`config.mk`:
```
export PLATFORM = sky130hd
export DESIGN_NAME = bzmusic_seq_dp
export DESIGN_NICKNAME = d
export VERILOG_FILES = /design/src/rtl/bzmusic_seq_dp.sv
export SDC_FILE = /design/constraint.sdc
export NUM_CORES = 1
export LEC_CHECK = 0
export ABC_AREA = 0
export BUFFER_PORTS_ARGS = -buffer_cell sky130_fd_sc_hd__buf_2
export CAP_MARGIN = 20
export CORE_MARGIN = 10
export CORE_UTILIZATION = 45
export DETAILED_ROUTE_END_ITERATION = 8
export HOLD_SLACK_MARGIN = 0.03
export MAX_ROUTING_LAYER = met4
export PLACE_DENSITY = 0.71
export SYNTH_ARGS = -nofsm -noshare
export SYNTH_HDL_FRONTEND = slang
export SYNTH_SLANG_ARGS = --single-unit
export TNS_END_PERCENT = 30
```
`constraint.sdc`:
```
create_clock -name clk -period 2.8 [get_ports clk]
set_input_delay 0.28 -clock clk [delete_from_list [all_inputs] [get_ports clk]]
set_output_delay 0.28 -clock clk [all_outputs]
set_load 0.1 [all_outputs]
```
`src/rtl/bzmusic_seq_dp.sv`:
```
// Buzzer music score datapath: score memory, note pointer, beat counter, tone generator.
// Optional rest support (tune 0 silences the buzzer) is enabled with `define BZMUSIC_REST_EN.
module bzmusic_seq_dp #(
    parameter int ADDR_W      = 5,
    parameter int BEAT_CYCLES = 12500000,
    parameter int TUNE_SHIFT  = 4
) (
    input  logic              clk,
    input  logic              rstn,
    input  logic              addr_en,
    input  logic              addr_rstn,
    input  logic              tune_pwm_en,
    input  logic              tune_pwm_rstn,
    input  logic              beat_cnt_en,
    input  logic              beat_cnt_rstn,
    input  logic              cfg_we,
    input  logic [ADDR_W-1:0] cfg_addr,
    input  logic [15:0]       cfg_wdata,
    output logic              music_finish,
    output logic              beat_finish,
    output logic              buzzer,
    output logic [ADDR_W-1:0] cur_addr
);

    localparam int          DEPTH     = 1 << ADDR_W;
    localparam int          HW        = 12 + TUNE_SHIFT;
    localparam logic [23:0] BEAT_LAST = 24'(BEAT_CYCLES - 1);

    logic [15:0]       r_mem [DEPTH];
    logic [ADDR_W-1:0] r_ptr;
    logic              r_end;
    logic [11:0]       r_note_tune;
    logic [3:0]        r_beats_left;
    logic [23:0]       r_beat_cnt;
    logic [HW-1:0]     r_tune_cnt;
    logic              r_buzzer;

    logic [15:0]       w_cur;
    logic              w_fetch;
    logic              w_beat_wrap;
    logic [11:0]       w_tune;
    logic [HW-1:0]     w_half;
    logic [HW-1:0]     w_half_last;

    assign w_cur       = r_mem[r_ptr];
    assign w_fetch     = addr_rstn & addr_en;
    assign w_beat_wrap = beat_cnt_rstn & beat_cnt_en & (r_beat_cnt == BEAT_LAST);

`ifdef BZMUSIC_REST_EN
    logic w_rest;
    assign w_rest = (r_note_tune == 12'd0);
    assign w_tune = r_note_tune;
`else
    // Without rest support a zero tune plays the shortest period.
    assign w_tune = (r_note_tune == 12'd0) ? 12'd1 : r_note_tune;
`endif

    assign w_half      = HW'(w_tune) << TUNE_SHIFT;
    assign w_half_last = w_half - HW'(1);

    // Fetch reads before the write lands, so same-address fetch sees old data.
    always_ff @(posedge clk or negedge rstn) begin
        if (!rstn) begin
            for (int i = 0; i < DEPTH; i++) begin
                r_mem[i] <= '0;
            end
        end else if (cfg_we) begin
            r_mem[cfg_addr] <= cfg_wdata;
        end
    end

    always_ff @(posedge clk or negedge rstn) begin
        if (!rstn) begin
            r_ptr <= '0;
            r_end <= 1'b0;
        end else if (!addr_rstn) begin
            r_ptr <= '0;
            r_end <= 1'b0;
        end else if (addr_en) begin
            r_ptr <= r_ptr + ADDR_W'(1);
            if (r_ptr == '1) begin
                r_end <= 1'b1;
            end
        end
    end

    always_ff @(posedge clk or negedge rstn) begin
        if (!rstn) begin
            r_note_tune <= '0;
        end else if (w_fetch) begin
            r_note_tune <= w_cur[11:0];
        end
    end

    always_ff @(posedge clk or negedge rstn) begin
        if (!rstn) begin
            r_beats_left <= '0;
        end else if (w_fetch) begin
            r_beats_left <= w_cur[15:12];
        end else if (w_beat_wrap) begin
            r_beats_left <= r_beats_left - 4'd1;
        end
    end

    always_ff @(posedge clk or negedge rstn) begin
        if (!rstn) begin
            r_beat_cnt <= '0;
        end else if (!beat_cnt_rstn) begin
            r_beat_cnt <= '0;
        end else if (beat_cnt_en) begin
            if (r_beat_cnt == BEAT_LAST) begin
                r_beat_cnt <= '0;
            end else begin
                r_beat_cnt <= r_beat_cnt + 24'd1;
            end
        end
    end

    always_ff @(posedge clk or negedge rstn) begin
        if (!rstn) begin
            r_tune_cnt <= '0;
            r_buzzer   <= 1'b0;
        end else if (!tune_pwm_rstn) begin
            r_tune_cnt <= '0;
            r_buzzer   <= 1'b0;
        end else if (tune_pwm_en) begin
`ifdef BZMUSIC_REST_EN
            if (w_rest) begin
                r_tune_cnt <= '0;
                r_buzzer   <= 1'b0;
            end else
`endif
            if (r_tune_cnt == w_half_last) begin
                r_tune_cnt <= '0;
                r_buzzer   <= ~r_buzzer;
            end else begin
                r_tune_cnt <= r_tune_cnt + HW'(1);
            end
        end
    end

    assign music_finish = r_end | (w_cur[15:12] == 4'd0);
    assign beat_finish  = beat_cnt_en & (r_beat_cnt == BEAT_LAST)
                        & (r_beats_left == 4'd1);
    assign buzzer       = r_buzzer;
    assign cur_addr     = r_ptr;

endmodule

```
======== Yosys cells after proc, flatten, opt, wreduce, memory -nomap -nowiden ========
Index checks and enable logic that the tools add are counted.
word-level totals
  flip-flop bits (word level) ............. 575
  logic and storage cells ................. 94
  input port bits ......................... 30
  output and inout bits ................... 8
cells by class
  bitwise gates (word level) .............. 9
  equal/unequal tests ..................... 9
  reductions and logical operators ........ 6
  mux-type cells .......................... 23
  $lt $le $gt $ge ......................... 3
  add/subtract/negate cells ............... 5
operator list
  operator                                                     number
  bitwise mux 512 bit                                          1
  2-to-1 mux 16 bit                                            6
  binary-select mux 16 bit (select 5 bit)                      1
  demux 16 bit (select 5 bit)                                  1
  2-to-1 mux 24 bit                                            3
  adder 24 x 1 -> 24 bit (second input constant)               1
  == test 24 bit (second input constant)                       1
  adder 16 x 1 -> 16 bit (second input constant)               1
  == test 16 bit                                               1
  subtractor 16 x 1 -> 16 bit (second input constant)          1
  >= comparator 6 bit (second input constant)                  2
  zero test 12 bit                                             1
  2-to-1 mux 12 bit                                            1
  NOT 5 -> 6 bit                                               2
  2-to-1 mux 5 bit                                             2
  2-to-1 mux 4 bit                                             2
  less-than comparator 6 x 1 -> 1 bit (second input constant)  1
  2-to-1 mux 1 bit                                             6
  inequality test 2 bit (second input constant)                3
  adder 5 x 1 -> 5 bit (second input constant)                 1
  bitwise AND 1 bit                                            5
  == test 5 bit (second input constant)                        1
  == test 4 x 1 -> 1 bit (second input constant)               1
  zero test 4 bit                                              1
  7 further kinds                                              9

======== Logic depth before layout (Yosys ltp) ========
Gate-level depths: netlist of run 1.
  depth in word-level cells ............... 7
  mapped depth ............................ 11
  mapped depth without buffers ............ 9

======== Worst setup path after synthesis of run 1 ========
No wires, ideal clock.
  path type ............................... register to output
  from .................................... reg r_beat_cnt[0]
  to ...................................... out beat_finish
  setup slack ............................. -1,850 ps
  path buffers ............................ 0
  stages on the path, launching flop included .. 6
  data arrival time ....................... 4,370 ps
  required time ........................... 2,520 ps
  path through ............................ dfrtp_1 > ha_1 > nand4_1 > nor4_1 > nand3_1 > nor4b_1
between the ends
  cells in the longest elaborated chain, start to end .. 3
RTL lines
  element                 RTL line  RTL
  start, declared         34        logic [23:0] r_beat_cnt;
  start signal, assigned  114       r_beat_cnt <= r_beat_cnt + 24'd1;
  == test 24 bit          143       assign beat_finish = beat_cnt_en & (r_beat_cnt == BEAT_LAST)
  bitwise AND 1 bit       143
  bitwise AND 1 bit       144       & (r_beats_left == 4'd1);
  end, declared           20        output logic beat_finish,
Every way passes these cells.

======== Worst setup path after layout of run 1 ========
  from .................................... reg r_ptr[0] (netlist: cur_addr[0])
  to ...................................... out music_finish
between the ends
  cells in the longest elaborated chain, start to end .. 6
RTL lines
  element                                                RTL line  RTL
  start, declared                                        30        logic [ADDR_W-1:0] r_ptr;
  start signal, assigned                                 80        r_ptr <= r_ptr + ADDR_W'(1);
  NOT 5 -> 6 bit (not written as such)                   45        assign w_cur = r_mem[r_ptr];
  binary-select mux 16 bit (select 5 bit)                45
  2-to-1 mux 16 bit (not written as such) (2 in series)  45
  zero test 4 bit                                        142       assign music_finish = r_end | (w_cur[15:12] == 4'd0);
  OR 1 bit                                               142
  end, declared                                          19        output logic music_finish,
Every way passes these cells. The select of a mux whose other input is x is not followed.

==> impl_metrics.csv, run 1 <==
group,metric,value,unit
grt,grt_pass1_wl,99730,um
die,start_util,45.33,%
power_and_ir_drop,p_sw_share,25.59,%
sta,report.final.slew_viol_count,0,
clocking,cts_inserted_buffers,60,
logic_synthesis,seq_area_frac_synth,53.88,%
logic_synthesis,synth_edf_count,0,
power_and_ir_drop,intPower,17.11,mW
sta,layout_min_cycle_time,3.173,ns
clocking,h-tree-depth,2,
sta,worst_hold_slack,0.09985,ns
logic_synthesis,synth_cells,1782,
power_and_ir_drop,clkPwrFrac,34.5,%
run_status,status,"finished with violations",
power_and_ir_drop,p_per_area,743.7,nW/um2
clocking,clk_latency,0.62,ns
drt,dr.pass1.iters,5,
power_and_ir_drop,seq_power_share,46.1,%
setup_path,crit_required,2.52,ns
drt,route.vias.total,15580,
run,maxCapViolations,0,
logic_synthesis,ys_warn_count,0,
die,pin_count,38,
clocking,ctsRootBufferMaster,"clkbuf_16",
power_and_ir_drop,p_total,22.99,mW
drt,wire_per_inst,23.64,um
sta,hold_viol_final,0,
clocking,cts_tree,"built",
power_and_ir_drop,p_leak,13.41,nW
power_and_ir_drop,switchingPower,5.885,mW
setup_path,start_kind,"register",
logic_synthesis,ys.flop_type,"dfrtp_1",
logic_synthesis,netlist_area,26700,um2
logic_synthesis,syn_avg_cell_area,14.98,um2
setup_path,critPathMaxFanout,4,
finish,finalNonFillerCells,2688,
logic_synthesis,yosysUniqueCellTypes,53,
sta,fmax,315.2,MHz
placed_design,post-dp-hpwl,38420,um
logic_synthesis,synthArstFlopShare,100.0,%
setup_path,arrival,2.89,ns
grt,grt_max_degree,95,
run_status,violations,"negative setup slack",
clocking,cts_num_sinks,575,
placed_design,placed_cells,2548,
die,core_area,58910,um2
sta,fin_crit_sh,113.3,%
drt,antenna_left,0,
sta,setup_viol,17,
finish,nets,1901,
sta,relSlewSlack,36.08,%
grt,overflow,0,
logic_synthesis,ys_seq_elements,575,
grt,first_global_vias,16640,
power_and_ir_drop,vdd_drop_max,587.2,uV
sta,worst_slack,-0.3730,ns
sta,setup_tns,-1.866,ns
die,num_rows,89,
power_and_ir_drop,p_comb_share,19.3,%
drt,initialDrtViolationCount,998,
die,die_x,263.6,um
setup_path,crit_path_end_kind,"output pin",
clocking,clk_path_buf_depth,3,
die,die-area,69490,um2
placed_design,place_congestion,0.8301,
sta,fin_skew,0.01351,ns
logic_synthesis,synth.net_count,1819,
finish,syn_to_final_growth,15.79,%
grt,grtUsageTotal,18.64,%
die,fp.dieH,263.6,um
clocking,path_clk_slew,0.06,ns
min_path,hold_path.class,"input pin to register",
drt,routed_wl,63550,um
placed_design,portBuffers,37,
drt,drc,0,
setup_path,crit_type,"register to output pin",
sta,worst_pin_slew,0.9565,ns
grt,antenna_found_initial,4,
sta,rsz0062_at_grt,"yes",
drt,viasPerCell,5.797,
finish,drive_gt1_share,51.70,%
-- kinds of logic (layout without fill, tap and decap cells) --
group	Yosys count	in the layout	share of synthesized area [%]
muxes	698	698	35.81
DFF	575	575	53.88
and+or+nand+nor	245	245	4.751
buffers and inverters	149	280	2.207
AOI/OAI and AO/OA	66	66	1.645
xor gates and xnor gates	42	42	1.378
adders and majority gates	7	7	0.3280
other	0	2	0
-- synthesized netlist by cell type, types with 9 or more instances --
cell type | number | area (um2)
and2_1 | 9 | 56.30
and3_1 | 13 | 81.33
buf_2 | 12 | 60.06
clkbuf_1 | 122 | 457.9
dfrtp_1 | 575 | 14390
inv_1 | 9 | 33.78
mux2_2 | 518 | 5833
mux2i_1 | 26 | 260.3
mux4_2 | 154 | 3468
nand2_1 | 62 | 232.7
nand3_1 | 24 | 120.1
nand4_1 | 14 | 87.58
nor2_1 | 50 | 187.7
nor2b_1 | 9 | 56.30
nor3_1 | 15 | 75.07
nor4_1 | 9 | 56.30
o21ai_0 | 25 | 125.1
xnor2_1 | 23 | 201.4
xor2_1 | 19 | 166.4
-- stage by stage --
stage,util (%),worst slack (ns),cell area [um2]
2_1_floorplan,-,-0.2228,26810
4_1_cts,52.21,-0.3934,30750
3_3_place_gp,48.16,-0.1350,28370
6_report,52.49,-0.3730,30920
3_5_place_dp,48.16,-0.2549,28370
5_1_grt,52.49,-0.4378,30920
-- layout make-up --
type	instances	area, um2
fill	4722	27990
sequential	575	14400
multi-input combinational	1058	12010
clock buffer	87	1764
timing repair buffer	160	1528
tap	773	967.2
clock inverter	24	209.0
inverter	9	33.78
antenna	2	5.005
-- routing by layer --
metal / global-route usage (%) / part of all wire (%) / wire, um
met5: - / 0 / 0
met4: 4.706 / 2.0 / 1302
met3: 3.058 / 3.8 / 2446
met2: 31.35 / 51 / 32450
met1: 23.17 / 43 / 27350
-- power groups by stage --
| stage | Combinational [mW] | Clock, mW | Sequential, mW |
|---|---|---|---|
| floorplan | 3.06 | 0 | 10.5 |
| global placement | 4.01 | 0 | 10.6 |
| detailed placement | 4.16 | 0 | 10.7 |
| CTS | 4.38 | 8.10 | 10.6 |
| global route | 4.81 | 8.42 | 10.8 |
| finish | 4.44 | 7.94 | 10.6 |
-- repair_timing --
action,CTS,global route
cloned,4,1
buffers inserted,10,6
hold buffers,6,0
hold endpoints to repair,69,0
pin swaps,16,8
endpoints found under the setup margin,18,21
resized for setup,32,27
-- state kept, by name (all words and copies together) (netlist names) --
register      cells
r_tune_cnt       16
buzzer            1
r_mem           512
r_beat_cnt       24
r_beats_left      4
r_note_tune      12
cur_addr          5
r_end             1
-- worst max-delay path, cell delays in order (launching register included) --
cell	delay (ns)
dfrtp_4	0.47
buf_8	0.15
mux4_2	0.51
mux4_2	0.52
mux2i_4	0.21
a41o_4	0.25
buf_12	0.17
-- layout by cell type, fill, tap and decap left out, drive strengths merged, types with 7 or more instances in the layout --
| cell type | count |
|---|---|
| o21a | 7 |
| mux4 | 154 |
| inv | 12 |
| nand2 | 62 |
| nand4 | 14 |
| o21ai | 25 |
| mux2 | 518 |
| nand3 | 24 |
| and2 | 9 |
| a21oi | 7 |
| clkbuf | 88 |
| clkinv | 17 |
| nor3 | 15 |
| and3 | 14 |
| buf | 153 |
| nor2 | 51 |
| dfrtp | 575 |
| nor2b | 9 |
| nor3b | 7 |
| mux2i | 26 |
| nor4 | 9 |
| xnor2 | 23 |
| xor2 | 19 |
| ha | 7 |
-- final timing paths --
check                                                 from                        end  slack (ns)  cells after the start
worst max-delay path               cur_addr[0]$_DFFE_PN0P_               music_finish       -0.37                      6
worst min-delay path                           beat_cnt_en  r_beat_cnt[1]$_DFFE_PN0P_         0.1                      3
worst max register to register  r_note_tune[0]$_DFFE_PN0P_  r_tune_cnt[6]$_DFFE_PN0P_       -0.15                     10
worst min register to register      r_mem[197]$_DFFE_PN0P_     r_mem[197]$_DFFE_PN0P_        0.50                      1
max in group asynchronous                             rstn    cur_addr[0]$_DFFE_PN0P_        1.65                      3
min in group asynchronous                             rstn     r_mem[369]$_DFFE_PN0P_        0.24                      2
Power figures use the tool's default switching activity.
==> inputs of run 2 (changes only) <==
- CORE_UTILIZATION: 45 -> 55
- CTS_CLUSTER_DIAMETER: not set -> 100
- PLACE_DENSITY: 0.71 -> 0.83
==> impl_metrics.csv, run 2 (synthesized netlist as in run 1, its figures left out) <==
group,metric,value,unit
run_status,status,"finished with violations",
run_status,violations,"negative setup slack",
die,pin_count,38,
clocking,clk_latency,0.63,ns
min_path,hold_path.class,"input pin to register",
setup_path,start_kind,"register",
setup_path,arrival,2.90,ns
drt,initialDrtViolationCount,1161,
setup_path,crit_buf_inv,2,
sta,worst_pin_slew,0.9168,ns
drt,wire_per_inst,24.80,um
placed_design,post-dp-hpwl,37120,um
finish,nets,1881,
sta,fin_skew,0.01534,ns
drt,drc,0,
sta,relSlewSlack,38.73,%
power_and_ir_drop,vdd_drop_max,626.1,uV
setup_path,cp_cell_sequence,"buf_12 -> mux4_2 -> mux4_2 -> mux2i_4 -> a41o_4 -> buf_12",
sta,worst_slack,-0.3763,ns
setup_path,cpPeakStageDelay,0.52,ns
die,start_util,55.81,%
setup_path,crit_type,"register to output pin",
min_path,hp-start,"addr_en",
finish,final_cell_area,30450,um2
clocking,cts_inserted_buffers,57,
die,fp.dieH,240.3,um
clocking,clk_path_buf_depth,3,
drt,routed_wl,62230,um
finish,drive_gt1_share,51.11,%
grt,grt_pass1_wl,98680,um
drt,dr.pass1.iters,5,
power_and_ir_drop,p_per_area,750.4,nW/um2
sta,rsz0062_at_grt,"yes",
setup_path,crit_family,"multiplexers",
sta,setup_viol,16,
finish,nFillCells,3251,
grt,first_global_vias,17140,
grt,overflow,0,
placed_design,placed_area,28040,um2
sta,fin_crit_sh,113.4,%
placed_design,pre_cts_ws,-0.2366,ns
placed_design,portBuffers,37,
finish,largest_reg_flops,512,
clocking,cts_num_sinks,575,
clocking,ctsRootBufferMaster,"clkbuf_16",
setup_path,crit_path_end_kind,"output pin",
sta,setup_tns,-3.245,ns
finish,syn_to_final_growth,14.04,%
power_and_ir_drop,p_leak,13.29,nW
finish,final_common_cell,"dfrtp_1",
sta,hold_viol_final,0,
sta,worst_hold_slack,0.07419,ns
clocking,cts_tree,"built",
finish,top_register,"r_mem",
finish,layout_common_cells,"570 x dfrtp_1, 518 x mux2_2, 154 x mux4_2, 79 x buf_4, 61 x nand2_1",
sta,layout_min_cycle_time,3.176,ns
grt,grtUsageTotal,22.66,%
grt,grt_max_degree,82,
die,num_rows,80,
setup_path,crit_required,2.52,ns
power_and_ir_drop,p_total,22.85,mW
setup_path,cp_slowest_cell,"mux4_2",
die,die-area,57770,um2
setup_path,rr_startpoint,"r_note_tune[1]$_DFFE_PN0P_",
drt,antenna_left,0,
finish,finalNonFillerCells,2509,
run,maxCapViolations,0,
placed_design,placed_cells,2379,
drt,route.vias.total,15870,
die,die_x,240.3,um
placed_design,place_congestion,0.8746,
grt,antenna_found_initial,4,
sta,fmax,314.8,MHz
clocking,h-tree-depth,2,
finish,final_core_util,63.65,%
finish,reg_top3,"r_mem (512), r_beat_cnt (24), r_tune_cnt (16)",
setup_path,critPathMaxFanout,7,
setup_path,startpoint,"cur_addr[0]$_DFFE_PN0P_",
sta,report.final.slew_viol_count,0,
drt,viasPerCell,6.324,
die,core_area,47850,um2
clocking,path_clk_slew,0.06,ns
## run 2: layer usage
layer	GRT usage (%)	wire [um]	vias to the layer above
li1	-	-	6727
met4	7.515	1674	0
met5	-	0	-
met3	3.687	3215	116
met2	37.36	32040	445
met1	28.28	25300	8580
## run 2: path summary, 6_finish.rpt
kind | slack (ns) | end | cells after the start
min in group asynchronous | 0.27 | r_mem[116]$_DFFE_PN0P_ | 2
hold reg to reg | 0.50 | r_mem[214]$_DFFE_PN0P_ | 1
max in group asynchronous | 1.55 | r_mem[57]$_DFFE_PN0P_ | 3
setup / recovery | -0.38 | music_finish | 6
setup reg to reg | -0.24 | r_tune_cnt[7]$_DFFE_PN0P_ | 10
hold / removal | 0.07 | r_end$_DFFE_PN0P_ | 3
## run 2: power breakdown
group | switching, mW | total [mW] | internal, mW
sequential | 0.819 | 10.6 | 9.82
clock | 3.30 | 7.80 | 4.50
combinational | 1.81 | 4.41 | 2.60
total | 5.93 | 22.8 | 16.9
## run 2: worst register-to-register path, cell delays in order, from the launching register on
cell and delay [ns]:
dfrtp_1 0.43, nor3_4 0.07, a41oi_2 0.23, ha_2 0.21
or4b_4 0.49, nor4_4 0.31, xnor2_2 0.16, or4b_4 0.51
o41ai_4 0.27, buf_4 0.21, nor2_1 0.04
## run 2: final cells by class
| type | count | area (um2) | share of cell area (%) |
|---|---|---|---|
| flip-flops and latches | 575 | 14400 | 47.29 |
| inverters | 9 | 33.78 | 0.1109 |
| well taps | 615 | 769.5 | 2.527 |
| diodes | 4 | 10.01 | 0.03287 |
| multi-input cells | 1058 | 12000 | 39.39 |
| clock buffers | 86 | 1747 | 5.736 |
| repair buffers | 143 | 1309 | 4.298 |
| clock inverters | 19 | 187.7 | 0.6163 |
## run 2: what timing repair did
action                                  CTS  global route
hold buffers                              5             0
setup buffers                            11             4
endpoints found under the setup margin   18            20
hold endpoints to repair                 83             0
gates resized for setup                  26            22
cloned                                    3             0
pin swaps                                15            10
